===== config.mk =====
export PLATFORM = sky130hd
export DESIGN_NAME = bosconian_rom_loader
export DESIGN_NICKNAME = d
export VERILOG_FILES = /design/src/rtl/bosconian_pkg.sv /design/src/rtl/bosconian_rom_decode.sv /design/src/rtl/bosconian_rom_loader.sv
export SDC_FILE = /design/constraint.sdc
export NUM_CORES = 1
export LEC_CHECK = 0
export BUFFER_PORTS_ARGS = -buffer_cell sky130_fd_sc_hd__buf_2
export CAP_MARGIN = 40
export CELL_PAD_IN_SITES_DETAIL_PLACEMENT = 1
export CELL_PAD_IN_SITES_GLOBAL_PLACEMENT = 1
export CORE_MARGIN = 2
export CORE_UTILIZATION = 30
export CTS_BUF_LIST = sky130_fd_sc_hd__clkbuf_8
export DETAILED_ROUTE_END_ITERATION = 12
export PLACE_DENSITY = 0.79
export SLEW_MARGIN = 10
export SYNTH_ARGS = -nofsm -noshare
export SYNTH_HDL_FRONTEND = slang
export SYNTH_SLANG_ARGS = --single-unit

===== constraint.sdc =====
create_clock -name clk_sys -period 3.1 [get_ports clk_sys]
set_input_delay 0.31 -clock clk_sys [delete_from_list [all_inputs] [get_ports clk_sys]]
set_output_delay 0.31 -clock clk_sys [all_outputs]
set_load 0.01 [all_outputs]

===== src/rtl/bosconian_pkg.sv =====
// Shared definitions for the Bosconian ROM loader: download region map,
// region codes and loader FSM states.
package bosconian_pkg;

  typedef enum logic [3:0] {
    RGN_MAIN    = 4'd0,
    RGN_SUB     = 4'd1,
    RGN_SOUND   = 4'd2,
    RGN_CHARS   = 4'd3,
    RGN_SPRITES = 4'd4,
    RGN_DOTS    = 4'd5,
    RGN_PALETTE = 4'd6,
    RGN_LOOKUP  = 4'd7,
    RGN_WAVE    = 4'd8
  } region_e;

  localparam logic [16:0] MAIN_BASE    = 17'h00000;
  localparam logic [16:0] MAIN_SIZE    = 17'h04000;
  localparam logic [16:0] SUB_BASE     = 17'h04000;
  localparam logic [16:0] SUB_SIZE     = 17'h02000;
  localparam logic [16:0] SOUND_BASE   = 17'h06000;
  localparam logic [16:0] SOUND_SIZE   = 17'h01000;
  localparam logic [16:0] CHARS_BASE   = 17'h07000;
  localparam logic [16:0] CHARS_SIZE   = 17'h01000;
  localparam logic [16:0] SPRITES_BASE = 17'h08000;
  localparam logic [16:0] SPRITES_SIZE = 17'h01000;
  localparam logic [16:0] DOTS_BASE    = 17'h09000;
  localparam logic [16:0] DOTS_SIZE    = 17'h00100;
  localparam logic [16:0] PALETTE_BASE = 17'h09100;
  localparam logic [16:0] PALETTE_SIZE = 17'h00020;
  localparam logic [16:0] LOOKUP_BASE  = 17'h09120;
  localparam logic [16:0] LOOKUP_SIZE  = 17'h00100;
  localparam logic [16:0] WAVE_BASE    = 17'h09220;
  localparam logic [16:0] WAVE_SIZE    = 17'h00100;

  // First byte address past the last mapped region.
  localparam logic [16:0] MAP_END = WAVE_BASE + WAVE_SIZE;

  typedef enum logic [2:0] {
    IDLE,
    LOAD,
    CHECK,
    DONE,
    ERROR
  } state_e;

endpackage


===== src/rtl/bosconian_rom_decode.sv =====
// Combinational map from a download byte address to ROM region, offset
// within that region, and whether the byte belongs to the ROM set at all.
module bosconian_rom_decode
  import bosconian_pkg::*;
#(
  parameter logic [16:0] TOTAL_BYTES = 17'h09320
) (
  input  logic [24:0] addr,
  output logic [3:0]  region,
  output logic [13:0] offset,
  output logic        in_range
);

  logic [16:0] low_addr;
  logic [13:0] base_lo;

  assign low_addr = addr[16:0];

  // Regions are contiguous and ascending, so the first end boundary above
  // the address selects the region.
  always_comb begin
    region  = RGN_MAIN;
    base_lo = MAIN_BASE[13:0];
    if (low_addr < MAIN_BASE + MAIN_SIZE) begin
      region  = RGN_MAIN;
      base_lo = MAIN_BASE[13:0];
    end else if (low_addr < SUB_BASE + SUB_SIZE) begin
      region  = RGN_SUB;
      base_lo = SUB_BASE[13:0];
    end else if (low_addr < SOUND_BASE + SOUND_SIZE) begin
      region  = RGN_SOUND;
      base_lo = SOUND_BASE[13:0];
    end else if (low_addr < CHARS_BASE + CHARS_SIZE) begin
      region  = RGN_CHARS;
      base_lo = CHARS_BASE[13:0];
    end else if (low_addr < SPRITES_BASE + SPRITES_SIZE) begin
      region  = RGN_SPRITES;
      base_lo = SPRITES_BASE[13:0];
    end else if (low_addr < DOTS_BASE + DOTS_SIZE) begin
      region  = RGN_DOTS;
      base_lo = DOTS_BASE[13:0];
    end else if (low_addr < PALETTE_BASE + PALETTE_SIZE) begin
      region  = RGN_PALETTE;
      base_lo = PALETTE_BASE[13:0];
    end else if (low_addr < LOOKUP_BASE + LOOKUP_SIZE) begin
      region  = RGN_LOOKUP;
      base_lo = LOOKUP_BASE[13:0];
    end else if (low_addr < WAVE_BASE + WAVE_SIZE) begin
      region  = RGN_WAVE;
      base_lo = WAVE_BASE[13:0];
    end
  end

  // No region exceeds 16K, so the low 14 bits of the difference are exact.
  assign offset   = low_addr[13:0] - base_lo;
  assign in_range = (addr[24:17] == 8'd0) && (low_addr < MAP_END) &&
                    (low_addr < TOTAL_BYTES);

endmodule


===== src/rtl/bosconian_rom_loader.sv =====
// Accepts the Bosconian ROM set from the ioctl download bus, routes each byte
// to its ROM region and validates the download size before releasing the core.
module bosconian_rom_loader
  import bosconian_pkg::*;
#(
  parameter logic [16:0] TOTAL_BYTES = 17'h09320,
  parameter logic [7:0]  ROM_INDEX   = 8'd0
) (
  input  logic        clk_sys,
  input  logic        reset,
  input  logic        ioctl_download,
  input  logic [7:0]  ioctl_index,
  input  logic        ioctl_wr,
  input  logic [24:0] ioctl_addr,
  input  logic [7:0]  ioctl_dout,
  output logic        dn_wr,
  output logic [3:0]  dn_region,
  output logic [13:0] dn_addr,
  output logic [7:0]  dn_data,
  output logic        core_reset,
  output logic        load_ok,
  output logic        load_err,
  output logic [16:0] byte_count
);

  state_e      state_q;
  logic        dl_prev_q;
  logic [16:0] byte_count_q;
  logic [16:0] byte_count_d;
  logic        overflow_q;
  logic        load_ok_q;
  logic        load_err_q;
  logic        core_reset_q;
  logic        dn_wr_q;
  logic [3:0]  dn_region_q;
  logic [13:0] dn_addr_q;
  logic [7:0]  dn_data_q;

  logic        dl_active;
  logic        dl_rise;
  logic        accept;
  logic [3:0]  dec_region;
  logic [13:0] dec_offset;
  logic        dec_in_range;

  bosconian_rom_decode #(
    .TOTAL_BYTES (TOTAL_BYTES)
  ) u_decode (
    .addr     (ioctl_addr),
    .region   (dec_region),
    .offset   (dec_offset),
    .in_range (dec_in_range)
  );

  assign dl_active = ioctl_download && (ioctl_index == ROM_INDEX);
  assign dl_rise   = dl_active && !dl_prev_q;
  // Download is not checked here so the byte strobed as the download falls
  // (the only LOAD cycle with download low) is still taken.
  assign accept    = (state_q == LOAD) && ioctl_wr && (ioctl_index == ROM_INDEX);

  assign byte_count_d = (byte_count_q == 17'h1FFFF) ? byte_count_q
                                                    : byte_count_q + 17'd1;

  // dl_prev_q resets high so a transfer already running at reset release
  // has to drop and restart before it is accepted.
  always_ff @(posedge clk_sys) begin
    if (reset) begin
      state_q      <= IDLE;
      dl_prev_q    <= 1'b1;
      byte_count_q <= '0;
      overflow_q   <= 1'b0;
      load_ok_q    <= 1'b0;
      load_err_q   <= 1'b0;
      core_reset_q <= 1'b1;
      dn_wr_q      <= 1'b0;
      dn_region_q  <= '0;
      dn_addr_q    <= '0;
      dn_data_q    <= '0;
    end else begin
      dl_prev_q <= dl_active;
      dn_wr_q   <= 1'b0;

      if (accept) begin
        byte_count_q <= byte_count_d;
        if (dec_in_range) begin
          dn_wr_q     <= 1'b1;
          dn_region_q <= dec_region;
          dn_addr_q   <= dec_offset;
          dn_data_q   <= ioctl_dout;
        end else begin
          overflow_q <= 1'b1;
        end
      end

      case (state_q)
        IDLE, DONE, ERROR: begin
          if (dl_rise) begin
            state_q      <= LOAD;
            byte_count_q <= '0;
            overflow_q   <= 1'b0;
            load_ok_q    <= 1'b0;
            load_err_q   <= 1'b0;
            core_reset_q <= 1'b1;
          end
        end
        LOAD: begin
          if (!ioctl_download) begin
            state_q <= CHECK;
          end
        end
        CHECK: begin
          if ((byte_count_q == TOTAL_BYTES) && !overflow_q) begin
            state_q      <= DONE;
            load_ok_q    <= 1'b1;
            core_reset_q <= 1'b0;
          end else begin
            state_q    <= ERROR;
            load_err_q <= 1'b1;
          end
        end
        default: begin
          state_q <= IDLE;
        end
      endcase
    end
  end

  assign dn_wr      = dn_wr_q;
  assign dn_region  = dn_region_q;
  assign dn_addr    = dn_addr_q;
  assign dn_data    = dn_data_q;
  assign core_reset = core_reset_q;
  assign load_ok    = load_ok_q;
  assign load_err   = load_err_q;
  assign byte_count = byte_count_q;

endmodule


# Word-level counts from Yosys, hierarchy flattened
# Index checks and enable logic that the tools add are counted.
# word_totals
regBits	52
latch_bits	0
mem_bits_rw	0
rom_bits	0
inputBits	45
output_inout_bits	47
memories	0
# classes
addsub	2
multipliers	0
n_div	0
order_cmp	9
eq_ne	10
shift	0
mux	39
n_bitwise	1
reduce_logical	19
# ops
op	count
$mux W14	8
$lt A17 B16 Y1 const B	6
$mux W17	4
$lt A17 B15 Y1 const B	3
$mux W4	9
$add A17 B1 Y17 const B	1
$eq A17 B16 Y1 const B	1
$eq A17 B17 Y1 const B	1
$logic_not A8 Y1	2
$sub A14 B14 Y14	1
$mux W13	1
$mux W1	10
$mux W3	3
$pmux W3 S3	1
$ne A2 B2 Y1 const B	4
$logic_and A1 B1 Y1	7
$eq A3 B2 Y1 const B	2
$pmux W1 S2	3
$reduce_and A3 Y1	2
$reduce_and A2 Y1	2
$eq A3 B1 Y1 const B	1
$eq A3 B3 Y1 const B	1
$logic_not A3 Y1	1
$reduce_or A3 Y1	1
other kinds (4)	5

# Depth between registers and ports, before layout
# depth
ltp_word	11
mapped_depth	10

# Cells and area by module
# From an unflattened synthesis, not the netlist that was laid out.
# hier_totals
cells_unflattened	362
hier_area_um2	2951.6
# modules_own_cells
mod	instances	cells_each	area_per_inst_um2	seq_area_each_um2
bosconian_rom_loader	1	288	2437.3	1041.0
bosconian_rom_decode	1	74	514.2	0.0

# Least setup slack after synthesis
# Ideal clock, no wire load.
# synth_path
path_kind	input port to flip-flop
start	input ioctl_addr[5]
end	register dn_addr_q[13], in the netlist dn_addr[13]
setup_time_ns	0.086
arrival_ns	2.287
required_ns	3.014
setup_slack_ns	0.728
stages	10
n_path_buf	0
path_cell_list	o31a_1 > nand4_1 > nor2b_1 > nand2_1 > ha_1 > a211oi_1 > o211ai_1 > a21oi_1 > xor2_1 > a211oi_1
# synth_between
elab_chain_len	11
# synth_lines
element	line_no	source
from (decl)	bosconian_rom_loader.sv:14	input logic [24:0] ioctl_addr,
$lt A17 B16 Y1	bosconian_rom_decode.sv:48, bosconian_rom_decode.sv:56, bosconian_rom_decode.sv:57	
$mux W13	bosconian_rom_decode.sv:48	end else if (low_addr < WAVE_BASE + WAVE_SIZE) begin
$mux W14	bosconian_rom_decode.sv:45	end else if (low_addr < LOOKUP_BASE + LOOKUP_SIZE) begin
$mux W14	bosconian_rom_decode.sv:42	end else if (low_addr < PALETTE_BASE + PALETTE_SIZE) begin
$mux W14	bosconian_rom_decode.sv:39	end else if (low_addr < DOTS_BASE + DOTS_SIZE) begin
$mux W14	bosconian_rom_decode.sv:36	end else if (low_addr < SPRITES_BASE + SPRITES_SIZE) begin
$mux W14	bosconian_rom_decode.sv:33	end else if (low_addr < CHARS_BASE + CHARS_SIZE) begin
$mux W14	bosconian_rom_decode.sv:30	end else if (low_addr < SOUND_BASE + SOUND_SIZE) begin
$mux W14	bosconian_rom_decode.sv:27	end else if (low_addr < SUB_BASE + SUB_SIZE) begin
$mux W14	bosconian_rom_decode.sv:24	if (low_addr < MAIN_BASE + MAIN_SIZE) begin
$sub A14 B14 Y14	bosconian_rom_decode.sv:55	assign offset = low_addr[13:0] - base_lo;
to (signal assigned)	bosconian_rom_loader.sv:88	dn_addr_q <= dec_offset;
to (decl)	bosconian_rom_loader.sv:36	logic [13:0] dn_addr_q;
# Several ways; a longest one is shown, not always the timed one.
# A chain may end at the register's enable or synchronous reset.

# Worst setup path after layout
# layout_path
start	input ioctl_addr[7]
end	register dn_addr_q[13], in the netlist dn_addr[13]
# The elaborated chain is that of the path after synthesis.

==> summary.md <==
| Metric | Value |
|---|---|
| Number of buffers inserted during clock tree synthesis | 5 |
| Overall power consumption | 1.19 mW |
| Mean Syn Cell Area | 8.42 µm² |
| ANT nets after route | 0 |
| Worst Setup Slack, final | 708 ps |
| Final cell area excluding filler cells | 3380 µm² |
| Required time reported for the critical path endpoint | 3330 ps |
| Cell types with the largest area share after synthesis | dfxtp_1 38%, nand2_1 6.8%, a21oi_1 5.1%, nor2_1 4.6%, ha_1 3.2% |
| Drt first pass iters | 4 |
| Multi-input gate area in the final layout | 1590 µm² |
| Buffers added on ports | 91 |
| Initial Utilization | 30.4% |
| Routed WL | 7520 µm |
| Category of the worst setup path capture point | register |
| Vias after detailed routing | 2,682 |
| Setup crit start kind | input port |
| Count of routing violations after the opening detailed-route iteration | 68 |
| Endpoints failing setup | 0 |
| Clock root buffer | clkbuf_8 |
| Maximum root-to-sink buffer count | 2 |
| Critical hold path startpoint | ioctl_dout[6] |
| Worst R2R Start | state_q[0] |
| Commonest register cell after synthesis | dfxtp_1 |
| Placed wire-length estimate after detailed placement | 5890 µm |
| Largest driver fanout on the critical path | 7 |
| Pins Over Slew Limit | 0 |
| Clock latency of the later-clocked register in the worst-skew pair | 310 ps |
| Average wire per standard cell | 14.3 µm |
| Total Die Area | 10,000 µm² |
| Post-synth top area share | 37.6% |
| Number of failing hold endpoints at the final stage | 0 |
| Core ar. | 9110 µm² |
| Cell type contributing the most total cell area after synthesis | dfxtp_1 |
| Crit path from | ioctl_addr[7] |
| Arrival time worst endpoint | 2620 ps |
| Worst IR drop on VDD | 0.163 mV |
| Utilization of the core after routing | 37.1% |
| Worst-path clk slew | 110 ps |
| Run status | completed |
| Final period util | 77.2% |
| Min Clock Period, post-route | 2390 ps |
| DR vias/cell | 5.11 |
| Cell variety after synth | 55 |
| Synthesized Nets | 381 |
| Normalized max-slew margin | 56.7% |
| First-pass GRT wire length | 12,600 µm |
| Synth warnings | 0 |
| Number of global-route vias before repair | 2,636 |
| Area used by sequential logic in the layout | 1040 µm² |
| GRT Util Overall | 15.3% |
| Antenna violations before repair | 0 |
| Total of max-cap violations | 0 |
| Worst-case setup slack after placement | 389 ps |
| Last weighted congestion value of the routability-driven placer | 0.871 |
| Setup repair after global routing missed its margin | false |
| Cell area reported after detailed placement | 3280 µm² |
| Hold-fix buffer count after cts | 0 |
| Number of rows in the core area | 35 |
| Post-cts gate resize count | 0 |
| Synth async-reset ratio | 0% |
| Number of synthesized flops with an enable pin | 0 |
| Post-synthesis cell count | 329 |
| Share of post-route cells with drive strength above 1 | 28.0% |
| CTS sink count | 52 |
| Clock tree from TritonCTS | done |
| Timing-limited maximum frequency | 0.418 GHz |
| Top-level I/O count | 92 |
| Flip-flop and latch count after synthesis | 52 |
| Worst Clk Skew | 11.4 ps |
| Vertical extent of the die | 100 µm |
| Nets | 465 |
| Level count of the clock H-tree | 2 |
| Classification of the worst setup path | in2reg |
| Number of setup buffers added after CTS | 0 |
| Area overhead of the layout relative to synthesis | 22.0% |
| Total global routing overflow | 0 |
| Antenna diode instance count | 0 |
| Combined area of all synthesized cells | 2770 µm² |
| Slew @ Worst Pin | 649 ps |
| Drt drc | 0 |
| Share of the yosys chip area belonging to registers | 37.6% |
| Hold crit path type | in2reg |
| Power per unit of standard cell area | 351 nW/µm² |
| Final-layout setup total negative slack | 0 ps |
| Die width | 100 µm |
| Static power due to leakage | 1.37 nW |
| Filler cells | 1,120 |
| Maximum number of pins on one net before global-route repair | 36 |
-- where the power goes --
part	switching (mW)	internal (mW)	total, mW
clock network	0.240	0.165	0.405
logic	0.0639	0.0483	0.112
registers	0.000202	0.668	0.668
total	0.304	0.882	1.19
-- logic make-up after synthesis --
kind of cell,Yosys count,share of synthesized area [%]
fa+ha+maj,7,3.16
mux,2,0.723
flops,52,37.6
xor+xnor,16,5.06
simple gates,146,29.3
compound gates,79,19.3
buf+inv,27,4.88
-- path summary, 6_finish.rpt --
kind	to	slack (ps)	cells past startpoint
worst max-delay path	dn_addr[13]	710	11
worst min-delay path	dn_data[6]	230	3
worst max register to register	dn_region[2]	860	5
worst min register to register	load_ok	450	2
-- state kept, by name (all words and copies together), names as in the netlist --
register	flops
dn_addr	14
dl_prev_q	1
state_q	3
byte_count	17
core_reset	1
overflow_q	1
load_err	1
dn_data	8
dn_region	4
dn_wr	1
load_ok	1
-- synth_stat cells (7+ instances only) --
master    number
a211oi_1       8
a21oi_1       28
clkbuf_1       8
dfxtp_1       52
ha_1           7
inv_1         11
nand2_1       50
nand3_1       11
nor2_1        34
o21ai_0       10
xnor2_1        8
xor2_1         8
-- routing by layer --
metal	share of wire (%)	wire length, µm	track usage [%]
met2	49	3710	26.9
met3	3.5	262	3.13
met1	46	3480	19.4
met4	0.93	70	3.37
met5	0	0	0
-- metrics by stage --
step / cells / hold WS, ps
after floorplan: 329 / 441
after global placement: 517 / 436
after detailed placement: 517 / 447
after CTS: 525 / 220
after global routing: 525 / 219
final: 525 / 231
-- layout by cell type (no fill, tap or decap), drive strengths merged, types with 2 or more instances in the layout --
cell type,n
and2,4
dfxtp,52
a21oi,28
o21ai,10
or3,5
a21o,3
nand4,5
ha,7
o211ai,4
xor2,8
a31o,2
nor4b,2
o31a,4
a2111oi,3
nor2,35
nor2b,2
nor3,6
clkbuf,5
nor4,6
nand2,50
mux2i,2
a211oi,8
nand2b,2
o2111ai,2
nand3b,5
nand3,12
and4bb,2
nand4b,2
buf,93
xnor2,8
o21a,5
and3,3
and4b,2
or4,2
a311oi,3
inv,13
-- critical path, cell delays in order --
cell and delay (ps):
buf_2 140, o31a_1 310, nand4_1 200, nor2b_1 230, nand2_1 80, ha_1 330
a211oi_1 340, o211ai_1 180, a21oi_1 200, xor2_1 80, a211oi_1 220
-- area by class of cell --
| class | count | area share [%] |
|---|---|---|
| flip-flops and latches | 52 | 30.8 |
| well taps | 111 | 4.11 |
| repair buffers | 93 | 13.9 |
| multi-input cells | 250 | 47.1 |
| clock inverters | 3 | 0.741 |
| clock buffers | 5 | 2.04 |
| inverters | 11 | 1.22 |
No activity file was read; power rests on OpenSTA's default activity.
